<file path="config.mk">
export PLATFORM = sky130hd
export DESIGN_NAME = pipe_hazard_ctrl
export DESIGN_NICKNAME = d
export VERILOG_FILES = /design/src/rtl/pipe_hazard_ctrl.sv
export SDC_FILE = /design/constraint.sdc
export NUM_CORES = 1
export LEC_CHECK = 0
export CORE_MARGIN = 1.5
export CORE_UTILIZATION = 65
export CTS_CLUSTER_DIAMETER = 100
export DETAILED_ROUTE_END_ITERATION = 12
export DONT_BUFFER_PORTS = 1
export HOLD_SLACK_MARGIN = 0.12
export PLACE_DENSITY = 0.81
export RECOVER_POWER = 25
export SYNTH_ARGS = -nofsm -noshare
export SYNTH_HDL_FRONTEND = slang
export SYNTH_SLANG_ARGS = --single-unit
</file>
<file path="constraint.sdc">
create_clock -name clk -period 2.76 [get_ports clk]
set_input_delay 0.138 -clock clk [delete_from_list [all_inputs] [get_ports clk]]
set_output_delay 0.138 -clock clk [all_outputs]
set_load 0.02 [all_outputs]
</file>
<file path="src/rtl/pipe_hazard_ctrl.sv">
// rtl/pipe_hazard_ctrl.sv - pipeline stall/flush sequencer (optional stall counter: HAZ_PERF_CNT_EN)
module pipe_hazard_ctrl #(
    parameter int LOAD_STALL_CYCLES = 1,
    parameter int MEM_TIMEOUT       = 16
) (
    input  logic        clk,
    input  logic        rst,
    input  logic [4:0]  id_rs,
    input  logic [4:0]  id_rt,
    input  logic [4:0]  idex_rt,
    input  logic        idex_memread,
    input  logic        exmem_branch,
    input  logic        exmem_zf,
    input  logic        exmem_bne,
    input  logic        exmem_memreq,
    input  logic        mem_ready,
    output logic        pc_write,
    output logic        pc_src,
    output logic        ifid_write,
    output logic        ifid_flush,
    output logic        idex_write,
    output logic        idex_flush,
    output logic        exmem_write,
    output logic        exmem_flush,
    output logic        memwb_flush,
    output logic        mem_error,
    output logic [15:0] stall_cycles
);

    typedef enum logic [1:0] {
        S_RUN      = 2'd0,
        S_LU_STALL = 2'd1,
        S_MEM_WAIT = 2'd2
    } state_t;

    state_t     r_state;
    logic [2:0] r_lu_cnt;
    logic [7:0] r_wait_cnt;
    logic       r_mem_error;

    logic w_taken;
    logic w_hazard;
    logic w_mem_wait;
    logic w_timeout;

    assign w_taken    = exmem_branch & (exmem_zf ^ exmem_bne);
    assign w_hazard   = idex_memread & (idex_rt != 5'd0) &
                        ((idex_rt == id_rs) | (idex_rt == id_rt));
    assign w_mem_wait = exmem_memreq & ~mem_ready;
    assign w_timeout  = (r_wait_cnt == 8'(MEM_TIMEOUT - 1));
    assign mem_error  = r_mem_error;

    // Combinational enables/flushes from state and decoded hazard events; all low in reset
    always_comb begin
        pc_write    = 1'b1;
        pc_src      = 1'b0;
        ifid_write  = 1'b1;
        ifid_flush  = 1'b0;
        idex_write  = 1'b1;
        idex_flush  = 1'b0;
        exmem_write = 1'b1;
        exmem_flush = 1'b0;
        memwb_flush = 1'b0;
        if (rst) begin
            pc_write    = 1'b0;
            ifid_write  = 1'b0;
            idex_write  = 1'b0;
            exmem_write = 1'b0;
        end else begin
            case (r_state)
                S_RUN: begin
                    if (w_mem_wait) begin
                        pc_write    = 1'b0;
                        ifid_write  = 1'b0;
                        idex_write  = 1'b0;
                        exmem_write = 1'b0;
                        memwb_flush = 1'b1;
                    end else if (w_taken) begin
                        pc_src      = 1'b1;
                        ifid_flush  = 1'b1;
                        idex_flush  = 1'b1;
                        exmem_flush = 1'b1;
                    end else if (w_hazard) begin
                        pc_write    = 1'b0;
                        ifid_write  = 1'b0;
                        idex_flush  = 1'b1;
                    end
                end
                S_LU_STALL: begin
                    if (w_mem_wait) begin
                        pc_write    = 1'b0;
                        ifid_write  = 1'b0;
                        idex_write  = 1'b0;
                        exmem_write = 1'b0;
                        memwb_flush = 1'b1;
                    end else begin
                        pc_write    = 1'b0;
                        ifid_write  = 1'b0;
                        idex_flush  = 1'b1;
                    end
                end
                S_MEM_WAIT: begin
                    // A timeout releases the access exactly like a ready would
                    if (!mem_ready && !w_timeout) begin
                        pc_write    = 1'b0;
                        ifid_write  = 1'b0;
                        idex_write  = 1'b0;
                        exmem_write = 1'b0;
                        memwb_flush = 1'b1;
                    end
                end
                default: ;
            endcase
        end
    end

    // Sequencer state, load-use bubble counter, memory wait counter and sticky error
    always_ff @(posedge clk or posedge rst) begin
        if (rst) begin
            r_state     <= S_RUN;
            r_lu_cnt    <= 3'd0;
            r_wait_cnt  <= 8'd0;
            r_mem_error <= 1'b0;
        end else begin
            case (r_state)
                S_RUN: begin
                    if (w_mem_wait) begin
                        r_state    <= S_MEM_WAIT;
                        r_wait_cnt <= 8'd1;
                    end else if (!w_taken && w_hazard && (LOAD_STALL_CYCLES > 1)) begin
                        r_state  <= S_LU_STALL;
                        r_lu_cnt <= 3'(LOAD_STALL_CYCLES - 1);
                    end
                end
                S_LU_STALL: begin
                    if (w_mem_wait) begin
                        r_state    <= S_MEM_WAIT;
                        r_wait_cnt <= 8'd1;
                        r_lu_cnt   <= 3'd0;
                    end else if (r_lu_cnt == 3'd1) begin
                        r_state  <= S_RUN;
                        r_lu_cnt <= 3'd0;
                    end else begin
                        r_lu_cnt <= r_lu_cnt - 3'd1;
                    end
                end
                S_MEM_WAIT: begin
                    if (mem_ready) begin
                        r_state    <= S_RUN;
                        r_wait_cnt <= 8'd0;
                    end else if (w_timeout) begin
                        r_state     <= S_RUN;
                        r_wait_cnt  <= 8'd0;
                        r_mem_error <= 1'b1;
                    end else begin
                        r_wait_cnt <= r_wait_cnt + 8'd1;
                    end
                end
                default: r_state <= S_RUN;
            endcase
        end
    end

`ifdef HAZ_PERF_CNT_EN
    logic [15:0] r_stall_cycles;

    // Saturating count of cycles in which the PC is held
    always_ff @(posedge clk or posedge rst) begin
        if (rst) begin
            r_stall_cycles <= 16'd0;
        end else if (!pc_write && (r_stall_cycles != 16'hFFFF)) begin
            r_stall_cycles <= r_stall_cycles + 16'd1;
        end
    end

    assign stall_cycles = r_stall_cycles;
`else
    assign stall_cycles = 16'd0;
`endif

endmodule

</file>
==> results of run 1 <==
layer usage:
layer	vias up	wire, um	track usage (%)
li1	325	-	-
met1	304	653	25.8
met2	48	804	38.5
met3	2	169	10.2
met4	0	6	6.90
met5	-	0	0
cell usage in the layout, fill, tap and decap left out, drive strengths merged, types with 3 or more instances in the layout:
master       netlist  routed
and3               3       3
clkbuf             0       4
conb               1      16
dfrtp             10      10
dlygate4sd3        0       3
nand2              7       7
nand3              3       3
nor2               6       6
nor3               4       4
o21ai              7       7
xor2              12      12
registers in the layout, indices dropped and copies added (netlist names):
register / cells
r_wait_cnt: 8
r_state: 1
mem_error: 1
how the worst min path moves through the flow:
stage                     cells past startpoint  slack [ns]                         to       from
after floorplan                               1       -0.02      mem_error$_DFFE_PP0P_        rst
after global placement                        1        0.03     r_state[1]$_DFFE_PP0P_        rst
after detailed placement                      1        0.03  r_wait_cnt[2]$_DFFE_PP0P_        rst
after CTS                                     2        0.22  r_wait_cnt[6]$_DFFE_PP0P_  mem_ready
after global routing                          2        0.23  r_wait_cnt[6]$_DFFE_PP0P_  mem_ready
final                                         2        0.24  r_wait_cnt[6]$_DFFE_PP0P_  mem_ready
critical path, stage by stage (launching register included):
cell      delay, ns
dfrtp_1        0.40
ha_1           0.22
and4b_4        0.28
a311oi_2       0.15
nor2_2         0.14
o31a_1         0.41
stage by stage:
| step | cells | setup slack, ns | instance area [um^2] |
|---|---|---|---|
| floorplan | 116 | 0.899 | 938 |
| global placement | 113 | 1.11 | 827 |
| detailed placement | 113 | 1.05 | 827 |
| CTS | 120 | 0.760 | 893 |
| global route | 120 | 0.662 | 893 |
| finish | 120 | 0.760 | 893 |
power by group:
group	internal, uW	total, uW	switching, uW
logic	31.0	90.9	59.9
clock network	80.0	130	50.1
registers	153	162	8.80
logic make-up after synthesis:
logic type | synth area share [%]
simple gates | 21.7
buf+inv | 17.9
compound gates | 17.3
xor+xnor | 12.9
flops | 28.4
fa+ha+maj | 1.42
other cells | 0.425
final cells by class:
class / instances / area (um^2) / area share, %
Tap cell: 15 / 18.8 / 2.10
Inverter: 2 / 7.51 / 0.840
Sequential cell: 10 / 250 / 28.0
Clock buffer: 4 / 36.3 / 4.06
Multi-Input combinational cell: 84 / 536 / 59.9
Timing Repair Buffer: 5 / 45.0 / 5.04
timing repair:
item,CTS,global route
resized for setup,0,0
hold buffers,3,0
endpoints found under the hold margin,12,0
setup endpoints to repair,0,0
==> results.rst, run 1 <==
.. list-table::
   :header-rows: 1

   * - Metric
     - Value
   * - Result of the run
     - finished, final reports clean
   * - Ratio of final minimum period to clock period
     - 72.5%
   * - Synth Instances
     - 101
   * - Share of cells above drive strength 1
     - 15.2%
   * - Detailed-routing iteration count for the pre-antenna-repair pass
     - 4
   * - Pwr Density
     - 428 mW/mm^2
   * - Minimum hold slack
     - 0.239 ns
   * - Maximum number of pins on one net before global-route repair
     - 12
   * - Distinct cell type count of the synthesized netlist
     - 39
   * - Ports
     - 49
   * - Antenna diode count
     - 0
   * - Post-synth EDFFs
     - 0
   * - Crit path kind
     - reg -> out
   * - Kind of start point of the critical path
     - register
   * - Worst Path Arrival
     - 1.86 ns
   * - Number of synthesized register bits
     - 10
   * - Rows
     - 13
   * - Share of flip-flops with an asynchronous set or reset after synthesis
     - 100%
   * - Final weighted congestion in routability-driven placement
     - 0.787
   * - Cell Area, Synth
     - 882 um^2
   * - Via count of the first global-routing pass
     - 569
   * - Count of max-cap constraint violations
     - 0
   * - Leading post-synthesis cells by cell area
     - dfrtp_1 28%, buf_4 17%, xor2_1 12%
   * - Vias per cell
     - 5.66
   * - Estimated wirelength of the detail-placed design
     - 1260 um
   * - Critical Path End Type
     - output port
   * - Global-route wire length before repair
     - 2330 um
   * - Clk buf depth
     - 2
   * - Average detailed-routed wire length per instance
     - 13.6 um
   * - Nets@finish
     - 130
   * - Worst Setup SP
     - r_wait_cnt[0]$_DFFE_PP0P_
   * - TritonCTS buffer count
     - 3
   * - Port bufs
     - 0
   * - CTS H-tree depth
     - 1
   * - Reg-to-reg startpoint
     - r_wait_cnt[0]$_DFFE_PP0P_
   * - Worst Hold Class
     - in -> reg
   * - Pins Over Slew Limit
     - 0
   * - Share of synthesized area occupied by flip-flops and latches
     - 28.4%
   * - Post-CTS Setup Repair Bufs
     - 0
   * - Minimum setup slack among reg-to-reg paths
     - 0.82 ns
   * - Initial Utilization
     - 68.6%
   * - Via count
     - 679
   * - End of the worst register-to-register path
     - r_state[1]$_DFFE_PP0P_
   * - Die Outline Area
     - 0.00159 mm^2
   * - Sum of overflow across all layers after global routing
     - 0
   * - Violation count after the first detailed-routing iteration
     - 22
   * - Clock Pin Slew Worst Setup and Hold Paths
     - 0.06 ns
   * - CTS tree
     - yes
   * - Final setup violation count
     - 0
   * - Layout filler cell count
     - 106
   * - Number of failing hold endpoints at the final stage
     - 0
   * - Maximum clock rate
     - 0.500 GHz
   * - Most numerous cell in the Yosys netlist
     - buf_4
   * - Core Box Area
     - 0.00128 mm^2
   * - Post-detailed-route DRC marker count
     - 0
   * - Routed wire length
     - 1640 um
   * - Final Total Pwr
     - 383 uW
   * - Die height
     - 39.8 um
   * - Most instantiated flip-flop cell in the synthesis netlist
     - dfrtp_1
   * - CP required
     - 2.62 ns
   * - Unrepaired setup endpoints after global routing
     - no
   * - Area growth syn-to-layout
     - 1.28%
   * - Highest net fanout along the worst path
     - 5
   * - Maximum clock skew at final layout
     - 0.00742 ns
   * - Area leader, netlist
     - dfrtp_1
   * - Antenna Violating Nets Remaining
     - 0
   * - Global-route total usage across every layer
     - 23.0%
   * - Mean area per synthesized cell
     - 8.73 um^2
   * - Horizontal die dimension
     - 39.8 um
   * - Leak
     - 0.000406 uW
   * - Final Critical Period
     - 2.00 ns
   * - Warning count from the yosys run
     - 0
   * - CTS root buffer
     - clkbuf_4
   * - Fraction of synthesized cell area taken by the top area cell type
     - 28.4%
   * - Critical Path End
     - pc_write
   * - Final cell utilization of the core
     - 69.5%
   * - Sinks on Clock Net
     - 10
   * - List of most frequent post-synthesis cells
     - 20 x buf_4, 12 x xor2_1, 10 x dfrtp_1, 7 x nand2_1, 5 x nor2_1
   * - Setup TNS Final
     - 0 ns
   * - Worst voltage drop across the vdd grid
     - 0.392 mV
   * - Number of antenna violations at the first check in global routing
     - 0
   * - Worst skew pair latency
     - 0.26 ns
   * - Register-to-Register Path Depth
     - 4
No activity file was read; power rests on OpenSTA's default activity.
==> run 2: changes to the inputs <==
Settings changed: CORE_UTILIZATION 65 to 61, PLACE_DENSITY 0.81 to 0.77.
Clock period 2.76 ns to 2.03 ns, I/O delays scaled along.
==> results.rst, run 2 (synthesized netlist as in run 1, its figures left out) <==
.. list-table::
   :header-rows: 1

   * - Metric
     - Value
   * - Result of the run
     - finished, final reports clean
   * - Register-to-Register Path Depth
     - 4
   * - CTS root buffer
     - clkbuf_4
   * - Internal power
     - 325 uW
   * - Global-route total usage across every layer
     - 21.6%
   * - Met2 track utilization from global routing
     - 37.5%
   * - Kind of start point of the critical path
     - register
   * - Worst skew pair latency
     - 0.26 ns
   * - Pins Over Slew Limit
     - 0
   * - Unrepaired setup endpoints after global routing
     - no
   * - Post-CTS Setup Repair Bufs
     - 0
   * - Switching pwr
     - 154 uW
   * - Antenna Violating Nets Remaining
     - 0
   * - Initial Utilization
     - 67.0%
   * - Number of flip-flops under the largest register name
     - 8
   * - Number of antenna violations at the first check in global routing
     - 0
   * - TritonCTS buffer count
     - 3
   * - Worst hold path depth
     - 2
   * - Vias per cell
     - 5.86
   * - Share of cells above drive strength 1
     - 15.2%
   * - Detailed-routing iteration count for the pre-antenna-repair pass
     - 4
   * - Final weighted congestion in routability-driven placement
     - 0.848
   * - Ratio of final minimum period to clock period
     - 91.5%
   * - Sinks on Clock Net
     - 10
   * - Pwr Density
     - 526 mW/mm^2
   * - Reg-to-reg startpoint
     - r_wait_cnt[0]$_DFFE_PP0P_
   * - Highest net fanout along the worst path
     - 5
   * - CTS H-tree depth
     - 1
   * - Met1 usage
     - 25.3%
   * - Switching Fraction
     - 32.2%
   * - Leading cell type in the layout, fill and taps excluded
     - conb_1
   * - CTS tree
     - yes
   * - Via count of the first global-routing pass
     - 564
   * - Final Critical Period
     - 1.86 ns
   * - Hold path endpoint
     - r_wait_cnt[6]$_DFFE_PP0P_
   * - Area taken by flip-flops and latches
     - 250 um^2
   * - Post-placement worst setup slack
     - 0.356 ns
   * - Estimated wirelength of the detail-placed design
     - 1270 um
   * - Register containing the most flip-flops in the final layout
     - r_wait_cnt
   * - Core Box Area
     - 0.00132 mm^2
   * - Crit path kind
     - reg -> out
   * - Port bufs
     - 0
   * - Maximum clock rate
     - 0.538 GHz
   * - Multi-input logic area
     - 547 um^2
   * - Global-route wire length before repair
     - 2380 um
   * - Sum of overflow across all layers after global routing
     - 0
   * - Layout filler cell count
     - 106
   * - Maximum clock skew at final layout
     - 0.00843 ns
   * - Nets@finish
     - 131
   * - Antenna diode count
     - 0
   * - Setup TNS Final
     - 0 ns
   * - HP Start
     - mem_ready
   * - Rows
     - 13
   * - Worst Hold Class
     - in -> reg
   * - Via count
     - 703
   * - Most heavily used metal layer in global routing
     - met2
   * - Fraction of power consumed by combinational cells
     - 27.5%
   * - Count of max-cap constraint violations
     - 0
   * - CP required
     - 1.93 ns
   * - Horizontal die dimension
     - 41.0 um
   * - Clock Pin Slew Worst Setup and Hold Paths
     - 0.06 ns
   * - Worst Slack Setup Final
     - 0.172 ns
   * - Top library cells by usage in the layout, fill and taps aside
     - 16 x conb_1, 12 x xor2_1, 10 x dfrtp_1
   * - Met3 GRT Util
     - 9.24%
   * - Clk buf depth
     - 2
   * - Minimum setup slack among reg-to-reg paths
     - 0.22 ns
   * - Critical Path End Type
     - output port
   * - Die Outline Area
     - 0.00168 mm^2
   * - Final setup violation count
     - 0
   * - End of the worst register-to-register path
     - r_state[1]$_DFFE_PP0P_
   * - Average detailed-routed wire length per instance
     - 13.4 um
   * - Number of failing hold endpoints at the final stage
     - 0
   * - Violation count after the first detailed-routing iteration
     - 16
   * - Routed wire length
     - 1600 um
   * - Die height
     - 41.0 um
   * - Leak
     - 0.000409 uW
   * - Worst voltage drop across the vdd grid
     - 0.311 mV
   * - Post-detailed-route DRC marker count
     - 0
   * - Worst Path Arrival
     - 1.76 ns
   * - Fraction of power consumed by the clock network
     - 26.4%
   * - Area growth syn-to-layout
     - 3.26%
   * - Maximum number of pins on one net before global-route repair
     - 12
   * - Ports
     - 49
   * - Share of power burned in registers
     - 46.1%
-- run 2: cell count changes in the layout (fill, tap and decap cells not counted) --
cell,before,now
a311oi_2,1,0
clkbuf_8,1,0
buf_12,0,1
a311oi_4,0,1
-- run 2: area by class of cell --
cell class	count	share of cell area [%]
well taps	15	2.06
flip-flops and latches	10	27.5
multi-input cells	84	60.0
inverters	2	0.824
clock buffers	3	2.47
repair buffers	6	7.14
-- run 2: power by group through the flow --
stage	Clock (uW)	Combinational [uW]	Sequential [uW]
2_1_floorplan	0	131	220
3_3_place_gp	0	122	222
3_5_place_dp	0	124	223
4_1_cts	130	130	219
5_1_grt	142	147	222
6_report	127	132	221
-- run 2: timing repair --
| action | in CTS | in global routing |
|---|---|---|
| hold buffers | 3 | 0 |
| endpoints found under the setup margin | 0 | 2 |
| gates resized for setup | 0 | 1 |
| endpoints found under the hold margin | 12 | 0 |
-- run 2: worst max-delay path, stage by stage (launching register included) --
cell      delay [ns]
dfrtp_1         0.42
ha_1            0.26
and4b_4         0.22
a311oi_4        0.26
nor2_2          0.06
o31a_1          0.13
buf_12          0.15
-- run 2: worst max-delay path by stage --
stage,slack [ns],cells after the start,from,end
4_1_cts,0.08,6,r_wait_cnt[0]$_DFFE_PP0P_,ifid_write
3_3_place_gp,0.40,6,r_wait_cnt[0]$_DFFE_PP0P_,ifid_write
2_1_floorplan,0.21,6,r_wait_cnt[0]$_DFFE_PP0P_,pc_write
6_report,0.17,6,r_wait_cnt[0]$_DFFE_PP0P_,pc_write
3_5_place_dp,0.36,6,r_wait_cnt[0]$_DFFE_PP0P_,ifid_write
5_1_grt,0.06,6,r_wait_cnt[0]$_DFFE_PP0P_,ifid_write
-- run 2: layer usage --
| metal | wire [um] | part of all wire [%] | up-vias |
|---|---|---|---|
| met5 | 0 | 0 | - |
| met1 | 649 | 41 | 338 |
| met4 | 0 | 0 | 0 |
| met2 | 825 | 51 | 37 |
| li1 | - | - | 328 |
| met3 | 127 | 7.9 | 0 |
-- run 2: metrics by stage --
step	cells	util (%)	hold WS (ns)	power [uW]	cell area, um^2
2_1_floorplan	116	-	-0.0533	351	938
3_3_place_gp	114	64.3	0.000714	343	847
3_5_place_dp	114	64.3	-0.000412	347	847
4_1_cts	120	68.3	0.183	479	900
5_1_grt	120	69.1	0.210	511	911
6_report	120	69.1	0.179	479	911
==> run 3: changes to the inputs <==
Settings changed: CORE_ASPECT_RATIO set to 1.2, CORE_UTILIZATION 61 to 25, PLACE_DENSITY 0.77 to unset.
==> results.rst, run 3 (synthesized netlist as in run 1, its figures left out) <==
.. list-table::
   :header-rows: 1

   * - Metric
     - Value
   * - Result of the run
     - finished, final reports clean
   * - CP required
     - 1.93 ns
   * - Port bufs
     - 0
   * - Worst path bufs/invs
     - 1
   * - Worst hold path depth
     - 2
   * - Nets@finish
     - 130
   * - Count of max-cap constraint violations
     - 0
   * - Number of failing hold endpoints at the final stage
     - 0
   * - Top library cells by usage in the layout, fill and taps aside
     - 16 x conb_1, 12 x xor2_1, 10 x dfrtp_1
   * - Post-detailed-route DRC marker count
     - 0
   * - Pins Over Slew Limit
     - 0
   * - Sinks on Clock Net
     - 10
   * - Area taken by flip-flops and latches
     - 250 um^2
   * - Register-to-Register Path Depth
     - 5
   * - Register containing the most flip-flops in the final layout
     - r_wait_cnt
   * - Number of antenna violations at the first check in global routing
     - 0
   * - Layout filler cell count
     - 354
   * - Estimated wirelength of the detail-placed design
     - 1400 um
   * - Violation count after the first detailed-routing iteration
     - 13
   * - Detailed-routing iteration count for the pre-antenna-repair pass
     - 4
   * - CTS root buffer
     - clkbuf_8
   * - Final Total Pwr
     - 605 uW
   * - Highest net fanout along the worst path
     - 5
   * - Clock Pin Slew Worst Setup and Hold Paths
     - 0.05 ns
   * - Via count of the first global-routing pass
     - 663
   * - Pwr Density
     - 637 mW/mm^2
   * - Final Critical Period
     - 1.93 ns
   * - Cells traversed along the worst timing path
     - ha_1, and4b_4, a311oi_2, nor2_2, o31a_1, buf_12
   * - Clk buf depth
     - 2
   * - Unrepaired setup endpoints after global routing
     - no
   * - Rows
     - 23
   * - Minimum hold slack
     - 0.134 ns
   * - Depth of the critical timing path with buffers and inverters included
     - 6
   * - Vias per cell
     - 4.77
   * - Sum of overflow across all layers after global routing
     - 0
   * - Ratio of final minimum period to clock period
     - 95.1%
   * - Share of cells above drive strength 1
     - 16.2%
   * - Minimum setup slack among reg-to-reg paths
     - 0.53 ns
   * - Critical Path End Type
     - output port
   * - Highest-delay cell along the critical path
     - dfrtp_1
   * - Die Outline Area
     - 0.00390 mm^2
   * - Ports
     - 49
   * - Maximum number of pins on one net before global-route repair
     - 12
   * - Die height
     - 68.1 um
   * - Global-route total usage across every layer
     - 9.07%
   * - Final weighted congestion in routability-driven placement
     - 0.865
   * - Final cell utilization of the core
     - 28.2%
   * - Maximum cell stage delay along the critical path
     - 0.42 ns
   * - Setup TNS Final
     - 0 ns
   * - CTS H-tree depth
     - 1
   * - Post-CTS Setup Repair Bufs
     - 0
   * - Maximum clock rate
     - 0.518 GHz
   * - Number of flip-flops under the largest register name
     - 8
   * - Routed wire length
     - 1780 um
   * - Gate family responsible for the most delay along the worst path
     - compound AO/OA/AOI/OAI gates
   * - Horizontal die dimension
     - 57.2 um
   * - Kind of start point of the critical path
     - register
   * - Leak
     - 0.000418 uW
   * - Average detailed-routed wire length per instance
     - 12.5 um
   * - Worst Path Arrival
     - 1.83 ns
   * - Worst voltage drop across the vdd grid
     - 0.411 mV
   * - Area growth syn-to-layout
     - 7.66%
   * - Crit path kind
     - reg -> out
   * - Final setup violation count
     - 0
   * - Leading cell type in the layout, fill and taps excluded
     - conb_1
   * - TritonCTS buffer count
     - 3
   * - Maximum clock skew at final layout
     - 0.00273 ns
   * - Initial Utilization
     - 26.2%
   * - Antenna Violating Nets Remaining
     - 0
   * - Antenna diode count
     - 0
   * - Multi-input logic area
     - 536 um^2
   * - Worst skew pair latency
     - 0.24 ns
   * - Via count
     - 678
   * - Global-route wire length before repair
     - 2770 um
   * - Post-CTS sizing
     - 0
   * - Cts hold-fix bufs
     - 2
   * - CTS tree
     - yes
   * - Worst Hold Class
     - in -> reg
   * - Core Box Area
     - 0.00337 mm^2
[run 3: changes by cell type in the layout (fill, tap and decap cells not counted)]
cell	previous run	this run
dlygate4sd3_1	3	2
a311oi_4	1	0
clkbuf_8	0	4
clkbuf_4	3	0
a311oi_2	0	1
[run 3: per-stage QoR]
step / setup WS (ns) / instances / cell area, um^2
2_1_floorplan: 0.205 / 116 / 938
3_3_place_gp: 0.397 / 136 / 875
3_5_place_dp: 0.335 / 136 / 875
4_1_cts: 0.0895 / 142 / 950
5_1_grt: 0.0258 / 142 / 950
6_report: 0.0985 / 142 / 950
[run 3: cell type report]
class / instances / share of cell area [%]
timing repair buffer: 5 / 5.80
multi-input combinational: 84 / 56.4
tap: 37 / 4.87
clock buffer: 4 / 5.80
sequential: 10 / 26.4
inverter: 2 / 0.791
[run 3: path summary, 6_finish.rpt]
| check | startpoint | to |
|---|---|---|
| max | r_wait_cnt[0]$_DFFE_PP0P_ | pc_write |
| min | exmem_memreq | r_state[1]$_DFFE_PP0P_ |
| max reg2reg | r_wait_cnt[0]$_DFFE_PP0P_ | r_wait_cnt[3]$_DFFE_PP0P_ |
| min reg2reg | r_wait_cnt[7]$_DFFE_PP0P_ | r_wait_cnt[7]$_DFFE_PP0P_ |
| max in group asynchronous | rst | r_wait_cnt[0]$_DFFE_PP0P_ |
| min in group asynchronous | rst | r_wait_cnt[7]$_DFFE_PP0P_ |
[run 3: power breakdown]
part / switching [uW] / internal (uW) / total [uW]
clock: 83.5 / 171 / 254
sequential: 12.6 / 208 / 221
combinational: 83.3 / 45.9 / 129
[run 3: routing by layer]
layer,global-route usage (%),routed length [um],share of wire [%],up-vias
li1,-,-,-,324
met1,9.02,655,37,326
met2,17.1,994,56,24
met3,1.32,83,4.7,4
met4,6.69,44,2.5,0
met5,0,0,0,-
